`src/rtl/imem_boot_loader.sv`:
```
// Streams instruction words into IMEM from BASE_ADDR, holding the core in reset until the image is loaded and settled.
// Write latency 1 cycle after accept, 1 word/cycle; ld_ready_o drops at the last word, on overflow, and outside LOAD.
module imem_boot_loader #(
    parameter int unsigned DEPTH_WORDS = 256,
    parameter logic [31:0] BASE_ADDR   = 32'h0000_0000,
    parameter int unsigned HOLD_CYCLES = 4
) (
    input  logic        clk,
    input  logic        reset,
    input  logic        start_i,
    input  logic        ld_valid_i,
    input  logic [31:0] ld_data_i,
    input  logic        ld_last_i,
    output logic        ld_ready_o,
    output logic        wr_en_imem_o,
    output logic [31:0] wr_addr_imem_o,
    output logic [31:0] wr_instr_imem_o,
    output logic        cpu_reset_o,
    output logic        busy_o,
    output logic        done_o,
    output logic        err_o,
    output logic [15:0] word_cnt_o
);

    typedef enum logic [2:0] {S_IDLE, S_LOAD, S_HOLD, S_RUN, S_ERROR} state_t;

    localparam logic [15:0] LP_DEPTH    = 16'(DEPTH_WORDS);
    localparam logic [15:0] LP_LAST_IDX = 16'(DEPTH_WORDS - 1);
    localparam logic [7:0]  LP_HOLD_END = 8'(HOLD_CYCLES - 1);

    state_t      r_state;
    state_t      w_next;
    logic [15:0] r_cnt;
    logic [7:0]  r_hold;
    logic        r_wr_en;
    logic [31:0] r_wr_addr;
    logic [31:0] r_wr_instr;
    logic        w_ready;
    logic        w_accept;
    logic        w_restart;

    // Ready is decoded from registered state only, never from ld_valid_i.
    assign w_ready   = (r_state == S_LOAD) && (r_cnt < LP_DEPTH);
    assign w_accept  = ld_valid_i && w_ready;
    assign w_restart = start_i && ((r_state == S_IDLE) || (r_state == S_RUN) || (r_state == S_ERROR));

    always_ff @(posedge clk or negedge reset) begin
        if (!reset) begin
            r_state <= S_IDLE;
        end else begin
            r_state <= w_next;
        end
    end

    always_comb begin
        w_next = r_state;
        case (r_state)
            S_IDLE:  if (start_i) w_next = S_LOAD;
            S_LOAD: begin
                if (w_accept) begin
                    if (ld_last_i)               w_next = S_HOLD;
                    else if (r_cnt == LP_LAST_IDX) w_next = S_ERROR;
                end
            end
            S_HOLD:  if (r_hold == LP_HOLD_END) w_next = S_RUN;
            S_RUN:   if (start_i) w_next = S_LOAD;
            S_ERROR: if (start_i) w_next = S_LOAD;
            default: w_next = S_IDLE;
        endcase
    end

    always_ff @(posedge clk or negedge reset) begin
        if (!reset) begin
            r_cnt      <= 16'd0;
            r_hold     <= 8'd0;
            r_wr_en    <= 1'b0;
            r_wr_addr  <= BASE_ADDR;
            r_wr_instr <= 32'd0;
        end else begin
            r_wr_en <= w_accept;
            // Address uses the pre-increment count; 32-bit add wraps freely.
            if (w_accept) begin
                r_wr_addr  <= BASE_ADDR + {14'd0, r_cnt, 2'b00};
                r_wr_instr <= ld_data_i;
                r_cnt      <= r_cnt + 16'd1;
            end else if (w_restart) begin
                r_cnt <= 16'd0;
            end
            r_hold <= (r_state == S_HOLD) ? r_hold + 8'd1 : 8'd0;
        end
    end

    always_comb begin
        ld_ready_o  = w_ready;
        cpu_reset_o = (r_state != S_RUN);
        busy_o      = (r_state == S_LOAD) || (r_state == S_HOLD);
        done_o      = (r_state == S_RUN);
        err_o       = (r_state == S_ERROR);
    end

    assign wr_en_imem_o    = r_wr_en;
    assign wr_addr_imem_o  = r_wr_addr;
    assign wr_instr_imem_o = r_wr_instr;
    assign word_cnt_o      = r_cnt;

endmodule

```
`config.mk`:
```
export PLATFORM = sky130hd
export DESIGN_NAME = imem_boot_loader
export DESIGN_NICKNAME = d
export VERILOG_FILES = /design/src/rtl/imem_boot_loader.sv
export SDC_FILE = /design/constraint.sdc
export NUM_CORES = 1
export LEC_CHECK = 0
export ABC_AREA = 1
export BUFFER_PORTS_ARGS = -buffer_cell sky130_fd_sc_hd__buf_2
export CAP_MARGIN = 15
export CORE_MARGIN = 5
export CORE_UTILIZATION = 49
export DETAILED_ROUTE_END_ITERATION = 8
export PLACE_DENSITY = 0.77
export SYNTH_ARGS = -nofsm -noshare
export SYNTH_HDL_FRONTEND = slang
export SYNTH_SLANG_ARGS = --single-unit
export TNS_END_PERCENT = 50
```
`constraint.sdc`:
```
create_clock -name clk -period 1.8 [get_ports clk]
set_input_delay 0.27 -clock clk [delete_from_list [all_inputs] [get_ports clk]]
set_output_delay 0.27 -clock clk [all_outputs]
set_load 0.005 [all_outputs]
```
Word level (Yosys, flattened, before mapping)
Cells that the tools add are included.
- logic and storage cells: 39
- output and inout bits: 86
- bits of input ports: 37
- register bits: 76
- $add $sub $neg: 2
- $lt $le $gt $ge: 1
- reduce and logical (&&, ||, !) cells: 10
- mux-type cells: 9
- eq/ne operators: 11
- operators by type and width (cell ; number):
    $mux 16 ; 2
    $add 16x1->16 const B ; 1
    $eq 16x8->1 const B ; 1
    $lt 16x9->1 const B ; 1
    $mux 3 ; 5
    $pmux 3 s3 ; 1
    $add 8x1->8 const B ; 1
    $eq 8x2->1 const B ; 1
    $mux 8 ; 1
    $eq 3x2->1 const B ; 2
    $ne 3x2->1 const B ; 2
    $ne 2x2->1 const B ; 2
    $reduce_and 4->1 ; 1
    $eq 3x1->1 const B ; 1
    $eq 3x3->1 const B ; 1
    $logic_and 1x1->1 ; 3
    $logic_not 3->1 ; 1
    $logic_or 1x1->1 ; 3
    $reduce_or 3->1 ; 1
    $ne 2x1->1 const B ; 1
    $reduce_bool 2->1 ; 1

Logic depth before layout (Yosys ltp)
Gate-level depths: netlist (run 1).
- word-level depth: 6
- gate-level depth with buffers: 10
- gate-level depth less buffers: 10

Worst setup path before layout (run 1)
No wires, ideal clock.
- path kind: flip-flop to flip-flop
- from: register r_cnt[12], in the netlist word_cnt_o[12]
- to: register r_cnt[6], in the netlist word_cnt_o[6]
- buffers on the path: 1
- data arrival time: 1.225 ns
- data required time: 1.674 ns
- path slack: 0.449 ns
- stages on the path, launching flop included: 8
- clock period less this slack: 1.351 ns
- library setup time: 0.126 ns
- cell sequence: dfrtp_1 nor2_1 nand2_1 nor2_1 nand3_2 nand2_1 buf_4 o22ai_1
- cells in the longest elaborated chain, start to end: 4
- elaborated cells on any way between the ends: 5
- classes of those cells: order compare (1); mux (1); reduce/logical (3)
- ends and longest elaborated chain (what ; RTL line ; RTL):
    start, declared ; 33 ; logic [15:0] r_cnt;
    start signal, assigned ; 85 ; r_cnt <= r_cnt + 16'd1;
    $lt 16x9->1 * ; 43 ; assign w_ready = (r_state == S_LOAD) && (r_cnt < LP_DEPTH);
    $logic_and 1x1->1 * ; 43 ;
    $logic_and 1x1->1 * ; 44 ; assign w_accept = ld_valid_i && w_ready;
    $mux 16 or $reduce_bool 2->1 (tied branches) ; - ;
Every way passes the cells marked *; elsewhere a longest branch is shown, timed or not.
A chain may end at the register's enable or synchronous reset.

Worst setup path in the final report (run 1)
- from: register r_cnt[8], in the netlist word_cnt_o[8]
- to: output ld_ready_o
- cells in the longest elaborated chain, start to end: 2
- ends and longest elaborated chain (what ; RTL line ; RTL):
    $lt 16x9->1 ; 43 ;
    $logic_and 1x1->1 ; 43 ;
    end, declared ; 14 ; output logic ld_ready_o,
No other way between the ends.

==> key figures, run 1 <==
Run status
  • Status: complete, no violations

Worst setup path
  • Critical Path RT: 1.53 ns
  • Arrival time at the worst endpoint: 1.35 ns
  • Max Fanout on Critical Path: 4
  • Worst setup path class: reg -> out
  • CP startpoint kind: register
  • CP Capture Type: primary output

Final layout
  • Most common cell after layout, fill and taps aside: nand2_1
  • Multi-input combinational cell area: 1060 sq um
  • Register Area: 1900 sq um
  • P&R area growth vs syn: 24.1%
  • NumNets Final: 523
  • Post-route design area: 4060 sq um
  • Share of cells above drive strength 1: 27.0%
  • Antenna cells: 0
  • Most frequent cells in the layout: nand2_1, buf_2, dfrtp_1
  • Fillers: 526

Clocking
  • Worst-path clk slew: 0.07 ns
  • Clk Tree Root Cell: clkbuf_8
  • CTS Sinks: 76
  • CTS Buf Count: 9
  • Clk_lat worst skew: 0.34 ns
  • H-tree lvl count: 3
  • CTS resizes: 0
  • CTS tree: built
  • Clk buf depth: 2
  • Post-CTS Setup Repair Bufs: 0

Route
  • Routed wire length: 7230 um
  • # DRC: 0
  • Vias post-DR: 2656
  • First drt pass iteration count: 5
  • Via density per instance: 4.69
  • Number of DRC markers in iteration 0: 119
  • WL/cell: 12.8 um
  • Post-route ant nets: 0

Timing
  • Fin. max-slew vios: 0
  • Hold Slack: 0.122 ns
  • F_max: 616 MHz
  • Final Skew: 0.00749 ns
  • Setup TNS: 0 ns
  • Transition time of the tightest slew-check pin: 0.522 ns
  • Fin crit period: 1.62 ns
  • Setup WS post-layout: 0.176 ns
  • Hold Vio Cnt, Final: 0
  • Final Setup Violations: 0
  • Max_slew headroom: 65.2%
  • Fin crit share: 90.2%
  • RSZ-0062 raised after global routing: false

Logic synthesis
  • Syn avg cell area: 8.78 sq um
  • Synthesized area: 3270 sq um
  • YS warnings: 0
  • Post-synthesis sequential area ratio: 58.1%
  • Synth unique cells: 25
  • Async SR Flop Fraction: 100%
  • #FFs+latches synth: 76
  • Post-synth top flop: dfrtp_1
  • Syn Inst Count: 373
  • Post-synth EDFFs: 0

Place
  • Final RePlAce weighted congestion: 0.871
  • PortBufs: 106
  • Post-DP HPWL: 5330 um
  • Post-Place Worst Slack: 0.225 ns
  • DP Area: 3800 sq um

Power
  • Int Pwr: 0.00381 W
  • Peak VDD IR: 0.000811 V
  • Reg power frac: 42.5%
  • Pwr per Cell Area: 1380 nW/um^2
  • Pwr Total: 0.00561 W
  • Static leakage: 2.40 nW
  • Net Sw Power: 0.00180 W
  • Combinational share of power: 29.4%
  • Switching Share: 32.1%
  • Clock power frac: 28.1%

Floorplan
  • Die Ht: 91.7 um
  • Initial Util: 51.0%
  • Die width: 91.7 um
  • I/O pin count: 123
  • Core footprint: 6420 sq um
  • Die area: 8420 sq um
  • FP Rows: 29

Min path
  • Worst min path class: in -> reg

Flow run
  • Maxcap violations: 0

GRT
  • Number of antenna violations at the first check in global routing: 0
  • Overall Global Routing Usage: 17.5%
  • Vias in the first global route: 2532
  • GRT Residual Overflow: 0
  • Largest net degree at the start of global routing: 42
  • First-pass GRT wire length: 11800 um
## cells in the mapped netlist, types with 4 or more instances
library cell | count | area (sq um)
buf_6 | 6 | 67.6
o21ai_0 | 11 | 55.1
nand2_1 | 154 | 578
nor3b_1 | 4 | 30.0
buf_4 | 20 | 150
xor2_1 | 4 | 35.0
nor2_1 | 31 | 116
nand3_1 | 7 | 35.0
dfrtp_1 | 76 | 1900
inv_1 | 36 | 135
## logic make-up (layout without fill, tap and decap cells)
family	Yosys count	in the layout	share of synthesized area, %
AOI/OAI and AO/OA	21	21	3.74
xor gates and xnor gates	4	4	1.07
adders and majority gates	2	2	0.764
buffers and inverters	65	166	11.2
DFF	76	76	58.1
other	1	16	0.115
and+or+nand+nor	204	204	25.0
## final timing paths
kind	startpoint	end	cells after the start	slack (ns)
setup / recovery	word_cnt_o[8]	ld_ready_o	6	0.18
hold / removal	ld_data_i[0]	wr_instr_imem_o[0]	3	0.12
setup reg to reg	word_cnt_o[0]	r_state[1]	10	0.20
hold reg to reg	wr_addr_imem_o[16]	wr_addr_imem_o[16]	2	0.46
max in group asynchronous	reset	wr_instr_imem_o[8]	3	0.75
min in group asynchronous	reset	wr_instr_imem_o[17]	2	0.46
## stage by stage
stage          util [%]  instances
2_1_floorplan         -        388
3_3_place_gp       59.2        549
3_5_place_dp       59.2        549
4_1_cts            63.3        566
5_1_grt            63.3        566
6_report           63.3        566
## registers in the layout, summed over array words and instances (netlist names)
name,count
r_hold,8
r_state,3
word_cnt_o,16
wr_addr_imem_o,16
wr_en_imem_o,1
wr_instr_imem_o,32
## cell type report
| class | count | area share, % |
|---|---|---|
| Clock buffer | 12 | 3.82 |
| Clock inverter | 4 | 2.34 |
| Inverter | 37 | 3.45 |
| Multi-Input combinational cell | 247 | 26.1 |
| Sequential cell | 76 | 46.8 |
| Tap cell | 77 | 2.37 |
| Timing Repair Buffer | 113 | 15.1 |
## what timing repair did
action | CTS | global route
setup endpoints to repair | 0 | 0
hold buffers | 1 | 0
endpoints found under the hold margin | 40 | 0
## critical path: stages (launching register included)
cell and delay, ns:
dfrtp_1 0.42, nor2_1 0.11, nand2_1 0.05, nor2_1 0.19
nand2_1 0.10, inv_1 0.06, buf_2 0.10
## power by group through the flow
stage	clock network, W	registers (W)	logic, W
final	0.00158	0.00239	0.00165
after global routing	0.00170	0.00244	0.00187
after CTS	0.00162	0.00238	0.00168
after detailed placement	0	0.00241	0.00167
after global placement	0	0.00240	0.00162
after floorplan	0	0.00243	0.000980
## layer usage
layer,vias to the layer above,GRT usage (%),wire (um)
met5,-,0,0
met4,0,7.05,61
met3,7,5.48,591
met2,93,28.7,3430
met1,1235,21.5,3140
li1,1321,-,-
Note: power is estimated with default switching activity, not from simulation.
==> run 2: changes to the inputs <==
--- a/config.mk
+++ b/config.mk
@@ -12,6 +12,8 @@
 export CORE_UTILIZATION = 49
 export DETAILED_ROUTE_END_ITERATION = 8
 export PLACE_DENSITY = 0.77
+export RECOVER_POWER = 25
+export SKIP_CTS_REPAIR_TIMING = 1
 export SYNTH_ARGS = -nofsm -noshare
 export SYNTH_HDL_FRONTEND = slang
 export SYNTH_SLANG_ARGS = --single-unit
==> constraint.sdc (replaced) <==
create_clock -name clk -period 1.8 [get_ports clk]
set_input_delay 0.27 -clock clk [delete_from_list [all_inputs] [get_ports clk]]
set_output_delay 0.27 -clock clk [all_outputs]
set_load 0.1 [all_outputs]
==> run 2 against run 1 <==
  * Count of clock-buffer cells in the layout shrank 1
  * Register-to-register slack is essentially flat
  * First-iteration DRC count down 23%
  * Global-route usage about the same
  * Flip-flop and latch count unchanged
  * Critical endpoint unchanged
==> key figures, run 2 (same netlist as run 1, synthesis figures left out) <==
Run status
  • Status: complete, no violations

Floorplan
  • Die area: 8420 sq um (unchanged)
  • Die Ht: 91.7 um (unchanged)
  • I/O pin count: 123 (unchanged)
  • Core footprint: 6420 sq um (unchanged)
  • FP Rows: 29 (unchanged)
  • Die width: 91.7 um (unchanged)
  • Initial Util: 51.0% (unchanged)

GRT
  • GRT Residual Overflow: 0 (unchanged)
  • Overall Global Routing Usage: 17.4% (-0.040 points)
  • Largest net degree at the start of global routing: 35 (-17%)
  • Vias in the first global route: 2605 (+2.9%)
  • Number of antenna violations at the first check in global routing: 0 (unchanged)
  • First-pass GRT wire length: 11900 um (+0.24%)

Min path
  • Worst min path class: in -> reg
  • Min-Delay Endpoint: wr_instr_imem_o[20]
  • Hold path depth: 3 (unchanged)
  • Hold_sp: ld_data_i[20]

Place
  • Final RePlAce weighted congestion: 0.863 (-0.87%)
  • Post-Place Cells: 551 (+0.36%)
  • Post-DP HPWL: 5300 um (-0.55%)
  • PortBufs: 106 (unchanged)

Timing
  • Final Setup Violations: 0 (unchanged)
  • Fin crit period: 1.75 ns (+0.123 ns)
  • Hold Vio Cnt, Final: 0 (unchanged)
  • Final Skew: 0.00843 ns (+0.000935 ns)
  • RSZ-0062 raised after global routing: true
  • Setup TNS: 0 ns (unchanged)
  • Fin. max-slew vios: 0 (unchanged)
  • Transition time of the tightest slew-check pin: 0.783 ns (+0.261 ns)
  • Max_slew headroom: 47.8% (-17 points)
  • Fin crit share: 97.0% (+6.8 points)
  • F_max: 573 MHz (-7.0%)

Clocking
  • Worst-path clk slew: 0.08 ns (about the same)
  • CTS Buf Count: 9 (unchanged)
  • H-tree lvl count: 3 (unchanged)
  • CTS Sinks: 76 (unchanged)
  • Clk_lat worst skew: 0.34 ns (about the same)
  • CTS tree: built
  • Clk Tree Root Cell: clkbuf_8
  • Clk buf depth: 2 (unchanged)

Final layout
  • Max reg flops: 32 (unchanged)
  • Multi-input combinational cell area: 1080 sq um (+1.6%)
  • Fillers: 555 (+5.5%)
  • P&R area growth vs syn: 24.6%
  • Register Area: 1920 sq um (+0.79%)
  • NumNets Final: 525 (+0.38%)
  • Most frequent cells in the layout: nand2_1, buf_2, dfrtp_1
  • Most common cell after layout, fill and taps aside: nand2_1
  • Antenna cells: 0 (unchanged)
  • Non-Filler Instances: 567 (+0.18%)
  • Share of cells above drive strength 1: 30.8% (+3.8 points)
  • Util after Layout: 63.5% (+0.23 points)

Route
  • # DRC: 0 (unchanged)
  • Number of DRC markers in iteration 0: 92 (-23%)
  • First drt pass iteration count: 4 (-1)
  • Routed wire length: 7180 um (-0.58%)
  • WL/cell: 12.7 um (-0.76%)
  • Post-route ant nets: 0 (unchanged)
  • Via density per instance: 4.65 (-1.0%)
  • Vias post-DR: 2634 (-0.83%)

Worst setup path
  • Levels on crit path: 4 (-2)
  • Reg2Reg Setup Slack: 0.21 ns (about the same)
  • CP peak stage delay: 0.45 ns (+0.03 ns)
  • Reg-to-reg endpoint: word_cnt_o[5]
  • RR Startpoint: r_state[1]
  • Family with the most delay on the worst path: flip-flops
  • Critical Path, Cell by Cell: nor3_4 -> nand2_1 -> clkinvlp_4 -> buf_12
  • Slowest stage cell, crit path: dfrtp_2
  • Max Fanout on Critical Path: 5 (+1)
  • R2R cell count: 6 (-4)
  • Arrival time at the worst endpoint: 1.48 ns (+0.13 ns)
  • CP Capture Type: primary output
  • Critical Path RT: 1.53 ns (about the same)
  • Critical path buffers and inverters: 2 (unchanged)
  • Worst setup path class: reg -> out
  • CP startpoint kind: register

Flow run
  • Maxcap violations: 0 (unchanged)
-- run 2: changes by cell type in the layout (fill, tap and decap cells not counted), sizes merged --
cell / before / now
clkbuf: 12 / 15
buf: 112 / 110
bufinv: 3 / 1
clkinvlp: 0 / 2
clkinv: 2 / 3
inv: 36 / 35
-- run 2: layer usage --
layer,vias up,global-route usage [%],part of all wire [%]
met5,-,0,0
met4,0,8.29,2.5
met3,16,4.91,8.0
met2,98,27.0,45
met1,1189,22.7,44
li1,1331,-,-
-- run 2: cell type report --
type	count	area share [%]
inverter	37	3.62
tap	77	2.36
timing repair buffer	115	15.9
clock buffer	11	3.47
sequential	76	47.0
clock inverter	4	1.20
multi-input combinational	247	26.5
-- run 2: worst register-to-register path, cell delays in order, from the launching register on --
cell and delay (ns):
dfrtp_2 0.45, nor3_4 0.29, nand3_2 0.17, nand2_1 0.28
inv_1 0.12, nand2_1 0.08, o21ai_1 0.08
-- run 2: how the worst max path moves through the flow --
stage | to | slack [ns] | startpoint
finish | ld_ready_o | 0.05 | r_state[1]
global route | ld_ready_o | -0.05 | word_cnt_o[14]
CTS | err_o | -0.02 | r_state[0]
detailed placement | word_cnt_o[5] | 0.16 | word_cnt_o[12]
global placement | word_cnt_o[2] | 0.27 | word_cnt_o[8]
floorplan | done_o | -0.13 | r_state[2]
-- run 2: per-stage QoR --
step	instance area [sq um]	setup slack (ns)	hold WS, ns
after floorplan	3360	-0.125	-0.0256
after global placement	3880	0.265	0.233
after detailed placement	3880	0.159	0.239
after CTS	4070	-0.0250	-0.140
after global routing	4080	-0.0495	0.119
final	4080	0.0533	0.118
Power of run 2 is not shown: default switching activity piles up to over one toggle a cycle in this logic, so the estimate is an artifact.
==> run 3: changes to the inputs <==
--- a/config.mk
+++ b/config.mk
@@ -5,7 +5,6 @@
 export SDC_FILE = /design/constraint.sdc
 export NUM_CORES = 1
 export LEC_CHECK = 0
-export ABC_AREA = 1
 export BUFFER_PORTS_ARGS = -buffer_cell sky130_fd_sc_hd__buf_2
 export CAP_MARGIN = 15
 export CORE_MARGIN = 5
==> run 3 against run 2 <==
  * The flow now finishes with violations (negative setup slack)
  * Count of clock-buffer cells in the layout unchanged
  * Final area up 3.7%
  * Global-route usage up 0.69 points
  * Clock skew up 0.0035 ns
  * Register-to-register slack worse by 0.14 ns
  * Die area down 1.2%
  * Critical path type unchanged
==> key figures, run 3 <==
Min path
  • Min-Delay Endpoint: wr_instr_imem_o[1]
  • Hold path depth: 3 (unchanged)
  • Worst min path class: in -> reg
  • Hold_sp: ld_data_i[1]

Logic synthesis
  • Post-synthesis sequential area ratio: 58.8% (+0.76 points)
  • Syn avg cell area: 9.68 sq um (+10%)
  • Cell accounting for the most synthesized area: dfrtp_1
  • Post-synth top flop: dfrtp_1
  • YS warnings: 0 (unchanged)
  • Post-synth EDFFs: 0 (unchanged)
  • Syn Inst Count: 334 (-10%)
  • Area fraction of the dominant cell type after synthesis: 58.8% (+0.76 points)
  • Async SR Flop Fraction: 100% (unchanged)
  • Area contributors post-synth: dfrtp_1, nand2_1, buf_4, and2_1, nor2_1
  • Cell with the most instances after synthesis: nand2_1
  • Synth unique cells: 38 (+52%)
  • Top post-synthesis cells by count: nand2_1, dfrtp_1, buf_4
  • #FFs+latches synth: 76 (unchanged)
  • Synthesized area: 3230 sq um (-1.3%)

Final layout
  • Most frequent cells in the layout: nand2_1, buf_2, dfrtp_1
  • P&R area growth vs syn: 30.9%
  • NumNets Final: 495 (-5.7%)
  • Antenna cells: 0 (unchanged)
  • Non-Filler Instances: 538 (-5.1%)
  • Util after Layout: 66.2% (+2.7 points)
  • Max reg flops: 32 (unchanged)
  • Share of cells above drive strength 1: 37.7% (+6.9 points)
  • Fillers: 527 (-5.0%)
  • Register Area: 1930 sq um (+0.91%)
  • Multi-input combinational cell area: 1230 sq um (+14%)
  • Most common cell after layout, fill and taps aside: nand2_1

Worst setup path
  • Reg2Reg Setup Slack: 0.07 ns (-0.14 ns)
  • Slowest stage cell, crit path: dfrtp_2
  • CP peak stage delay: 0.44 ns (about the same)
  • R2R cell count: 4 (-2)
  • Family with the most delay on the worst path: simple AND/OR/NAND/NOR gates
  • Reg-to-reg endpoint: r_state[0]
  • Max Fanout on Critical Path: 5 (unchanged)
  • Critical Path, Cell by Cell: nor4_4 -> nand2_2 -> nor2_4 -> buf_12
  • RR Startpoint: word_cnt_o[9]
  • CP Capture Type: primary output
  • Critical Path RT: 1.53 ns (about the same)
  • Arrival time at the worst endpoint: 1.64 ns (+0.16 ns)
  • Critical path buffers and inverters: 1 (-1)
  • Worst setup path class: reg -> out
  • CP startpoint kind: register

GRT
  • GRT Residual Overflow: 0 (unchanged)
  • Largest net degree at the start of global routing: 43 (+23%)
  • Overall Global Routing Usage: 18.1% (+0.69 points)
  • Vias in the first global route: 2548 (-2.2%)
  • Number of antenna violations at the first check in global routing: 0 (unchanged)
  • Global routing met1 resource utilization: 23.0% (+0.32 points)
  • First-pass GRT wire length: 12200 um (+3.3%)
  • GRT busiest layer: met2
  • M2 GR Usage: 29.3% (+2.3 points)
  • Met3 usage: 4.71% (-0.20 points)

Place
  • Post-DP HPWL: 5500 um (+3.8%)
  • Final RePlAce weighted congestion: 0.846 (-2.0%)
  • Post-Place Cells: 515 (-6.5%)
  • PortBufs: 106 (unchanged)

Timing
  • Transition time of the tightest slew-check pin: 0.971 ns (+0.187 ns)
  • Final Setup Violations: 1 (+1)
  • Hold Vio Cnt, Final: 0 (unchanged)
  • Setup WS post-layout: -0.111 ns (-0.164 ns)
  • F_max: 523 MHz (-8.6%)
  • Fin crit period: 1.91 ns (+0.164 ns)
  • RSZ-0062 raised after global routing: true
  • Fin crit share: 106% (+9.1 points)
  • Final Skew: 0.0119 ns (+0.00351 ns)
  • Fin. max-slew vios: 0 (unchanged)
  • Max_slew headroom: 35.3% (-12 points)
  • Setup TNS: -0.111 ns (-0.111 ns)

Floorplan
  • Die area: 8320 sq um (-1.2%)
  • Die Ht: 91.2 um (-0.58%)
  • Core footprint: 6390 sq um (-0.57%)
  • Die width: 91.2 um (-0.58%)
  • FP Rows: 29 (unchanged)
  • I/O pin count: 123 (unchanged)
  • Initial Util: 50.6% (-0.38 points)

Route
  • Via density per instance: 4.88 (+5.0%)
  • Post-route ant nets: 0 (unchanged)
  • Number of DRC markers in iteration 0: 86 (-6.5%)
  • Vias post-DR: 2624 (-0.38%)
  • # DRC: 0 (unchanged)
  • WL/cell: 14.0 um (+10%)
  • First drt pass iteration count: 4 (unchanged)
  • Routed wire length: 7520 um (+4.7%)

Clocking
  • Worst-path clk slew: 0.09 ns (about the same)
  • Clk buf depth: 2 (unchanged)
  • CTS Sinks: 76 (unchanged)
  • CTS tree: built
  • H-tree lvl count: 3 (unchanged)
  • Clk_lat worst skew: 0.35 ns (about the same)
  • CTS Buf Count: 9 (unchanged)
  • Clk Tree Root Cell: clkbuf_8

Run status
  • Status: finished, violations left
  • Failing checks: negative setup slack

Flow run
  • Maxcap violations: 0 (unchanged)
-- run 3: layout make-up --
class                      instances  area share [%]
multi-input combinational        241            29.0
tap                               77            2.28
clock buffer                      11            3.58
sequential                        76            45.7
inverter                           2           0.266
timing repair buffer             126            17.6
clock inverter                     5            1.54
-- run 3: metrics by stage --
step / hold WS, ns / instance area (sq um) / setup WS (ns)
2_1_floorplan: -0.0256 / 3340 / -0.124
3_5_place_dp: 0.289 / 3950 / 0.0445
3_3_place_gp: 0.284 / 3950 / 0.133
6_report: 0.110 / 4230 / -0.111
5_1_grt: 0.111 / 4230 / -0.176
4_1_cts: -0.0925 / 4160 / -0.235
-- run 3: metal layers --
| metal | vias to the layer above | wire, um |
|---|---|---|
| li1 | 1284 | - |
| met2 | 98 | 3700 |
| met4 | 0 | 107 |
| met5 | - | 0 |
| met3 | 11 | 594 |
| met1 | 1231 | 3120 |
-- run 3: worst max-delay path by stage --
| stage | start | to | slack [ns] | depth (start not counted) |
|---|---|---|---|---|
| floorplan | word_cnt_o[11] | ld_ready_o | -0.12 | 3 |
| global placement | word_cnt_o[14] | wr_instr_imem_o[15] | 0.13 | 5 |
| detailed placement | word_cnt_o[11] | r_state[0] | 0.04 | 4 |
| CTS | word_cnt_o[14] | ld_ready_o | -0.24 | 4 |
| global route | word_cnt_o[13] | ld_ready_o | -0.18 | 4 |
| finish | word_cnt_o[9] | ld_ready_o | -0.11 | 4 |
-- run 3: kinds of logic after synthesis --
logic type,share of synthesized area [%]
AO/OA/AOI/OAI,3.21
XOR/XNOR,1.63
adder cells (fa/ha/maj),0.774
buffers and inverters,6.12
flip-flops,58.8
multiplexers,1.55
other,0.116
AND/OR/NAND/NOR,27.8
-- run 3: tightest hold or removal path, cell delays in order --
cell and delay (ns):
buf_2 0.07, nand2_1 0.04, nand2_1 0.05
Power of run 3 is left out for the same reason.
